[src/rtl/gumnut_ctrl.sv]
// Gumnut control unit: a multi-cycle FSM that sequences instruction fetch, decode,
// execute, memory and writeback, and owns the PC, the Z/C flags and the return stack.
module gumnut_ctrl #(
  parameter int          STACK_DEPTH = 8,
  parameter logic [11:0] RESET_PC    = 12'h000
) (
  input  logic        clk_i,
  input  logic        rst_i,
  input  logic [6:0]  op_e,
  input  logic [2:0]  func_e,
  input  logic [11:0] addr_e,
  input  logic [7:0]  disp_e,
  input  logic        zero_e,
  input  logic        carry_e,
  output logic        inst_cyc_o,
  output logic        inst_stb_o,
  output logic [11:0] inst_adr_o,
  input  logic        inst_ack_i,
  output logic        data_cyc_o,
  output logic        data_stb_o,
  output logic        data_we_o,
  input  logic        data_ack_i,
  output logic        port_cyc_o,
  output logic        port_stb_o,
  output logic        port_we_o,
  input  logic        port_ack_i,
  output logic        RegWrt_c,
  output logic        ClkEn_e,
  output logic [1:0]  RegMux_c,
  output logic        op2_c,
  output logic [3:0]  ALUOp_c,
  input  logic        wake_i,
  output logic        halt_o,
  output logic        stk_err_o
);

  localparam int SP_W = (STACK_DEPTH > 1) ? $clog2(STACK_DEPTH) : 1;
  localparam logic [SP_W:0] C_DEPTH = (SP_W + 1)'(STACK_DEPTH);

  localparam logic [2:0] S_FETCH     = 3'd0;
  localparam logic [2:0] S_DECODE    = 3'd1;
  localparam logic [2:0] S_EXECUTE   = 3'd2;
  localparam logic [2:0] S_MEM       = 3'd3;
  localparam logic [2:0] S_WRITEBACK = 3'd4;
  localparam logic [2:0] S_HALT      = 3'd5;

  logic [2:0]      r_state;
  logic [11:0]     r_pc;
  logic            r_z;
  logic            r_c;
  logic [SP_W-1:0] r_sp;
  logic [SP_W:0]   r_cnt;
  logic            r_err;
  logic [11:0]     r_stack [STACK_DEPTH];

  // Zero or multi-hot opcodes decode to no class at all and fall through as NOPs.
  logic w_valid, w_alur, w_alui, w_shift, w_mem, w_br, w_jmp, w_misc;
  assign w_valid = (op_e != 7'd0) && ((op_e & (op_e - 7'd1)) == 7'd0);
  assign w_alur  = w_valid & op_e[0];
  assign w_alui  = w_valid & op_e[1];
  assign w_shift = w_valid & op_e[2];
  assign w_mem   = w_valid & op_e[3];
  assign w_br    = w_valid & op_e[4];
  assign w_jmp   = w_valid & op_e[5];
  assign w_misc  = w_valid & op_e[6];

  logic w_alu_any, w_mem_ok, w_is_port, w_is_load, w_bus_ack;
  assign w_alu_any = w_alur | w_alui | w_shift;
  assign w_mem_ok  = w_mem & ~func_e[2];
  assign w_is_port = func_e[1];
  assign w_is_load = ~func_e[0];
  assign w_bus_ack = w_is_port ? port_ack_i : data_ack_i;

  logic w_taken;
  always_comb begin
    case (func_e)
      3'd0:    w_taken = r_z;
      3'd1:    w_taken = ~r_z;
      3'd2:    w_taken = r_c;
      3'd3:    w_taken = ~r_c;
      default: w_taken = 1'b0;
    endcase
  end

  logic            w_push, w_pop;
  logic [SP_W-1:0] w_sp_dec;
  logic [11:0]     w_pc_br;
  assign w_push   = (r_state == S_EXECUTE) && w_jmp && (func_e == 3'd1);
  assign w_pop    = (r_state == S_EXECUTE) && w_misc && (func_e == 3'd0);
  assign w_sp_dec = r_sp - 1'b1;
  assign w_pc_br  = r_pc + {{4{disp_e[7]}}, disp_e};

  // Stack storage carries no reset; only the pointer and occupancy count do.
  always_ff @(posedge clk_i) begin
    if (w_push) r_stack[r_sp] <= r_pc;
  end

  always_ff @(posedge clk_i or negedge rst_i) begin
    if (!rst_i) begin
      r_state <= S_FETCH;
      r_pc    <= RESET_PC;
      r_z     <= 1'b0;
      r_c     <= 1'b0;
      r_sp    <= '0;
      r_cnt   <= '0;
      r_err   <= 1'b0;
    end else begin
      case (r_state)
        S_FETCH: begin
          if (inst_ack_i) begin
            r_pc    <= r_pc + 12'd1;
            r_state <= S_DECODE;
          end
        end
        S_DECODE: r_state <= S_EXECUTE;
        S_EXECUTE: begin
          r_state <= S_FETCH;
          if (w_alu_any) r_state <= S_WRITEBACK;
          if (w_mem_ok)  r_state <= S_MEM;
          if (w_br && w_taken) r_pc <= w_pc_br;
          if (w_jmp && (func_e[2:1] == 2'b00)) r_pc <= addr_e;
          if (w_misc && (func_e == 3'd4 || func_e == 3'd5)) r_state <= S_HALT;
          if (w_push) begin
            r_sp <= r_sp + 1'b1;
            if (r_cnt == C_DEPTH) r_err <= 1'b1;
            else                  r_cnt <= r_cnt + 1'b1;
          end
          // A pop from an empty stack still returns whatever sits below the pointer.
          if (w_pop) begin
            r_sp <= w_sp_dec;
            r_pc <= r_stack[w_sp_dec];
            if (r_cnt == '0) r_err <= 1'b1;
            else             r_cnt <= r_cnt - 1'b1;
          end
        end
        S_MEM: begin
          if (w_bus_ack) r_state <= w_is_load ? S_WRITEBACK : S_FETCH;
        end
        S_WRITEBACK: begin
          if (w_alu_any) begin
            r_z <= zero_e;
            r_c <= carry_e;
          end
          r_state <= S_FETCH;
        end
        S_HALT: begin
          if (wake_i) r_state <= S_FETCH;
        end
        default: r_state <= S_FETCH;
      endcase
    end
  end

  logic [3:0] w_alu_op;
  assign w_alu_op = w_shift ? {2'b10, func_e[1:0]} : {1'b0, func_e};

  // Outputs are gated by rst_i so a reset mid bus cycle drops strobes at once.
  always_comb begin
    inst_cyc_o = 1'b0;
    inst_stb_o = 1'b0;
    data_cyc_o = 1'b0;
    data_stb_o = 1'b0;
    data_we_o  = 1'b0;
    port_cyc_o = 1'b0;
    port_stb_o = 1'b0;
    port_we_o  = 1'b0;
    RegWrt_c   = 1'b0;
    ClkEn_e    = 1'b0;
    RegMux_c   = 2'b00;
    op2_c      = 1'b1;
    ALUOp_c    = 4'b0000;
    halt_o     = 1'b0;
    if (rst_i) begin
      case (r_state)
        S_FETCH: begin
          inst_cyc_o = 1'b1;
          inst_stb_o = 1'b1;
        end
        S_EXECUTE: begin
          if (w_alu_any) begin
            ALUOp_c = w_alu_op;
            op2_c   = ~w_alui;
          end else if (w_mem) begin
            op2_c   = 1'b0;
          end
        end
        S_MEM: begin
          op2_c = 1'b0;
          if (w_is_port) begin
            port_cyc_o = 1'b1;
            port_stb_o = 1'b1;
            port_we_o  = ~w_is_load;
          end else begin
            data_cyc_o = 1'b1;
            data_stb_o = 1'b1;
            data_we_o  = ~w_is_load;
          end
        end
        S_WRITEBACK: begin
          RegWrt_c = 1'b1;
          ClkEn_e  = 1'b1;
          if (w_mem) begin
            RegMux_c = w_is_port ? 2'b10 : 2'b01;
          end else begin
            ALUOp_c = w_alu_op;
            op2_c   = ~w_alui;
          end
        end
        S_HALT:  halt_o = 1'b1;
        default: ;
      endcase
    end
  end

  assign inst_adr_o = r_pc;
  assign stk_err_o  = r_err;

endmodule

[config.mk]
export PLATFORM = sky130hd
export DESIGN_NAME = gumnut_ctrl
export DESIGN_NICKNAME = d
export VERILOG_FILES = /design/src/rtl/gumnut_ctrl.sv
export SDC_FILE = /design/constraint.sdc
export NUM_CORES = 1
export LEC_CHECK = 0
export BUFFER_PORTS_ARGS = -buffer_cell sky130_fd_sc_hd__buf_2
export CAP_MARGIN = 30
export CORE_UTILIZATION = 25
export DETAILED_ROUTE_END_ITERATION = 12
export PLACE_DENSITY_LB_ADDON = 0.12
export SETUP_SLACK_MARGIN = 0.4
export SYNTH_ARGS = -nofsm -noshare
export SYNTH_HDL_FRONTEND = slang
export SYNTH_SLANG_ARGS = --single-unit
[constraint.sdc]
create_clock -name clk_i -period 8.35 [get_ports clk_i]
set_input_delay 1.67 -clock clk_i [delete_from_list [all_inputs] [get_ports clk_i]]
set_output_delay 1.67 -clock clk_i [all_outputs]
set_load 0.1 [all_outputs]
* Word-level counts from Yosys, hierarchy flattened
Memory sizes are Yosys's and may differ from the RTL's.
Cells that the tools add are included.
** Operators by class
- Add/subtract/negate cells :: 7
- Equality and inequality tests :: 15
- Muxes and demuxes :: 59
- Bitwise gates (word level) :: 15
- Reductions and logical operators :: 21
** Operators by type and width (count)
- $mux 12 :: 4
- $mux 4 :: 8
- $mux 1 :: 29
- $mux 3 :: 9
- $pmux 12 s2 :: 1
- $pmux 3 s5 :: 1
- $add 12x1->12 const B :: 1
- $add 12x12->12 :: 1
- $eq 3x2->1 const B :: 4
- $eq 3x3->1 const B :: 4
- $and 1x1->1 :: 8
- $logic_and 1x1->1 :: 8
- $mux 2 :: 4
- $pmux 4 s2 :: 1
- $and 7x7->7 :: 1
- $logic_not 7->1 :: 1
- $reduce_bool 7->1 :: 1
- $sub 7x1->7 const B :: 1
- $eq 3x1->1 const B :: 2
- $logic_not 3->1 :: 2
- $ne 2x2->1 const B :: 3
- $reduce_and 3->1 :: 2
- $add 4x1->4 const B :: 1
- $eq 4x4->1 const B :: 1
- other kinds (13) :: 19
** Word-level totals
- Flip-flop bits (word level) :: 25
- RAM bits :: 96
- Input port bits :: 38
- Output and inout bits :: 31
- Logic and storage cells :: 125
- Memories kept :: 1
** Memory list
- r_stack :: depth 8, bits a word 12, rd ports 1, clocked after memory_dff 0, write ports 1, RTL line 54 : logic [11:0] r_stack [STACK_DEPTH];

* Logic depth before layout (Yosys ltp)
- Depth in word-level cells :: 11
- Depth in mapped cells :: 11

* Worst setup path before layout
OpenSTA, ideal clock, no wires.
- Path kind :: input to output
- Start :: input rst_i
- End :: output inst_stb_o
- Arrival time :: 5458 ps
- Data required time :: 6680 ps
- Path slack :: 1222 ps
- Stages on the path :: 2
- Cell sequence :: nor4b_1 buf_4
** Between the ends
- Cells in the longest elaborated chain, start to end :: 1
** RTL lines
- from (decl) :: RTL line 8 : input logic rst_i,
- $mux 1 :: RTL line 173 : if (rst_i) begin
- to (decl) :: RTL line 16 : output logic inst_stb_o,
Every way passes these cells.

* Final worst setup path
- Start :: input op_e[1]
- End :: output ALUOp_c[2]
** Between the ends
- Cells in the longest elaborated chain, start to end :: 10
- Elaborated cells between the ends (all ways) :: 16
- Classes of those cells :: add/sub: 1; mux: 5; bitwise: 7; reduce/logical: 3
** RTL lines
- from (decl) :: RTL line 9 : input logic [6:0] op_e,
- $sub 7x1->7 :: RTL line 58 : assign w_valid = (op_e != 7'd0) && ((op_e & (op_e - 7'd1)) == 7'd0);
- $and 7x7->7 :: RTL line 58
- $logic_not 7->1 :: RTL line 58
- $logic_and 1x1->1 :: RTL line 58
- $and 1x1->1, on equally long branches :: RTL line 59, 60
- $or 1x1->1 (2 in a row) :: RTL line 68 : assign w_alu_any = w_alur | w_alui | w_shift;
- $mux 4 :: RTL line 180 : if (w_alu_any) begin
- $pmux 4 s2 (*) :: RTL line 174 : case (r_state)
- $mux 4 (*) :: RTL line 173
- to (decl) :: RTL line 31 : output logic [3:0] ALUOp_c,
Every way passes the cells marked *; elsewhere a longest branch is shown, timed or not.

==> reports/metrics.cfg <==
[worst_setup_path]
cp.depth = 8
worst-r2r-cell-count = 8
endpoint = ALUOp_c[2]
cp-startpoint = op_e[1]
critPathCaptureType = output pin
r2r_end = inst_adr_o[11]
crit_arrival_ps = 3780
crit_top_cell = buf_2
critical_path_class = primary input to output pin
cp.required_ps = 6680
r2r_setup_slack_ps = 4750
cp_slowest_stage_delay_ps = 510
cp_max_fo = 7
path_cells = buf_2 > or3_1 > nor2_1 > mux2_2 > and2b_4 > nand2_1 > nor3b_1 > buf_2
start_kind = primary input
cp_num_buf_inv = 2
path_delay_family = simple AND/OR/NAND/NOR gates
r2r-start = r_sp[0]
worst_path_max_delay_cell = or3_1

[pwr]
pwr_density_cell_nw_per_um2 = 318.1
peakVddDrop_mv = 0.3222
leakagePower_uw = 0.002858

[grt]
antenna_found_initial = 0
grt_pass1_vias = 4717
grt_overflow = 0
grt.total_usage = 0.1461
grt_max_degree = 32
grt_pass1_wl_um = 28520

[synth]
synth-main-ff-cell = edfxtp_1
synth_top_family_by_area = simple AND/OR/NAND/NOR gates
synth_seq_area_share = 0.5374
netlist-cell-type-count = 75
synth_area_leaders = edfxtp_1 (44%), dfrtp_1 (9.6%), mux4_2 (8.3%), ha_1 (3.1%), a21oi_1 (2.0%)
synth_area_sq_um = 6529
synthDominantCellAreaShare = 0.4415
synth_commonest_cells = edfxtp_1 (96), nand2_1 (33), nor2_1 (27), a21oi_1 (26), dfrtp_1 (25)
synth_top_area_cell = edfxtp_1
synth_fa_ha_area_frac = 0.03526
syn_inst = 519
synth.most_common_cell = edfxtp_1
synth_compound_area_frac = 0.1328
synth-simple-area-share = 0.1363
ys_seq_elements = 121
synthXorXnorAreaFrac = 0.01342
syn_avg_cell_area_sq_um = 12.58
synth_edf_count = 96
async_reset_ff_frac = 0.2066
yosysWarnings = 0
synthMuxAreaShare = 0.1096
syn_nets = 574

[die]
num_rows = 58
die-area_sq_um = 26770
initial_core_util = 0.2570
die_h_um = 163.6
ios = 69
die_x_um = 163.6
core_area_sq_um = 25400

[finish]
n_antenna_cell = 0
drive_above_1_share = 0.2764
area_growth_syn_to_layout_pct = 20.22
finalNetCount = 639

[clock_network]
cts_buffers = 17
clkSlewWorstSetupHoldPaths_ps = 60
htree_num_levels = 4
cts_resized = 0
postCtsSetupBuffers = 0
ctsHoldBuffers = 0
cts_tree = done
clock_latency_ps = 420
cts-root-buf = clkbuf_16
clock_sinks = 121
cts_buffer_depth = 2

[drt]
vias = 4663
ant_nets = 0
drt_wl_total_um = 18590
first_pass_iters = 5
drc = 0
wire_per_inst_um = 20.06
viasPerCell = 5.030
drt_iter0_drc = 358

[sta]
fmax_ghz = 0.1834
worst_slew_pin_slew_ps = 959.7
final_max_slew_viol_count = 0
fin_setup_tns_ps = 0
fin_crit_ps = 5452
fin_skew_ps = 10.31
hold_violations = 0
relSlewSlack = 0.3559
rsz0062_at_grt = false
fin_hold_ws_ps = 464.3
post-route-period-util = 0.6530
setup_viol = 0

[hold_path]
hp-class = register to register
min_from = stk_err_o

[run_status]
outcome = finished clean

[placed_design]
io_buffers = 68
hpwl_um = 12680
gp_congestion = 0.7909

[run]
maxCapViolations = 0

[how the worst min path moves through the flow]
stage                endpoint  cells after the start
finish              stk_err_o                      1
floorplan                 r_z                      1
CTS                 stk_err_o                      1
detailed placement  stk_err_o                      1
global placement    stk_err_o                      1
global route        stk_err_o                      1
[metrics by stage]
step / setup WS [ps] / utilization / std cells / power [uW] / instance area, sq um
4_1_cts: 2887 / 0.3090 / 927 / 2524 / 7849
6_report: 2898 / 0.3090 / 927 / 2496 / 7849
3_5_place_dp: 2890 / 0.2854 / 895 / 1767 / 7248
2_1_floorplan: 1222 / - / 519 / 1539 / 6529
3_3_place_gp: 2926 / 0.2851 / 894 / 1765 / 7241
5_1_grt: 2783 / 0.3090 / 927 / 2636 / 7849
[cell families after synthesis]
group | after synthesis
AOI/OAI and AO/OA | 123
xor gates and xnor gates | 10
adders and majority gates | 18
buffers and inverters | 48
DFF | 121
muxes | 41
and+or+nand+nor | 158
[registers in the layout, summed over array words and instances, names as in the netlist]
name        count
r_stack        96
inst_adr_o     12
r_cnt           4
r_sp            3
r_state         3
r_c             1
r_z             1
stk_err_o       1
[power breakdown]
| group | switching (uW) | leakage [uW] | internal (uW) |
|---|---|---|---|
| sequential | 139 | 0.00118 | 745 |
| clock | 298 | 0.000298 | 451 |
| combinational | 597 | 0.00138 | 266 |
[per-layer routing]
layer	part of all wire	up-vias	global-route usage
met3	0.038	20	0.03454
met2	0.47	106	0.2265
met5	0	-	0
met4	0.016	0	0.04503
met1	0.48	2364	0.2004
li1	-	2173	-
[final cells by class]
type                       count  area [sq um]
inverter                      15         56.30
clock inverter                15         175.2
multi-input combinational    350          2848
tap                          330         412.9
fill                        2603         17550
sequential                   121          3508
clock buffer                  17         425.4
timing repair buffer          79         422.9
[cell usage in the layout (no fill, tap or decap), drive strengths merged, types with 7 or more instances in the layout]
cell / instances
mux4: 24
ha: 16
nor3: 16
a211oi: 9
a21oi: 28
nor2: 27
nor2b: 9
a21o: 9
dfrtp: 25
inv: 25
o22ai: 7
clkbuf: 17
edfxtp: 96
a31oi: 8
nand2: 33
buf: 79
o21ai: 24
nand4: 8
nand3: 16
mux2i: 13
(Power assumes the default switching activity.)
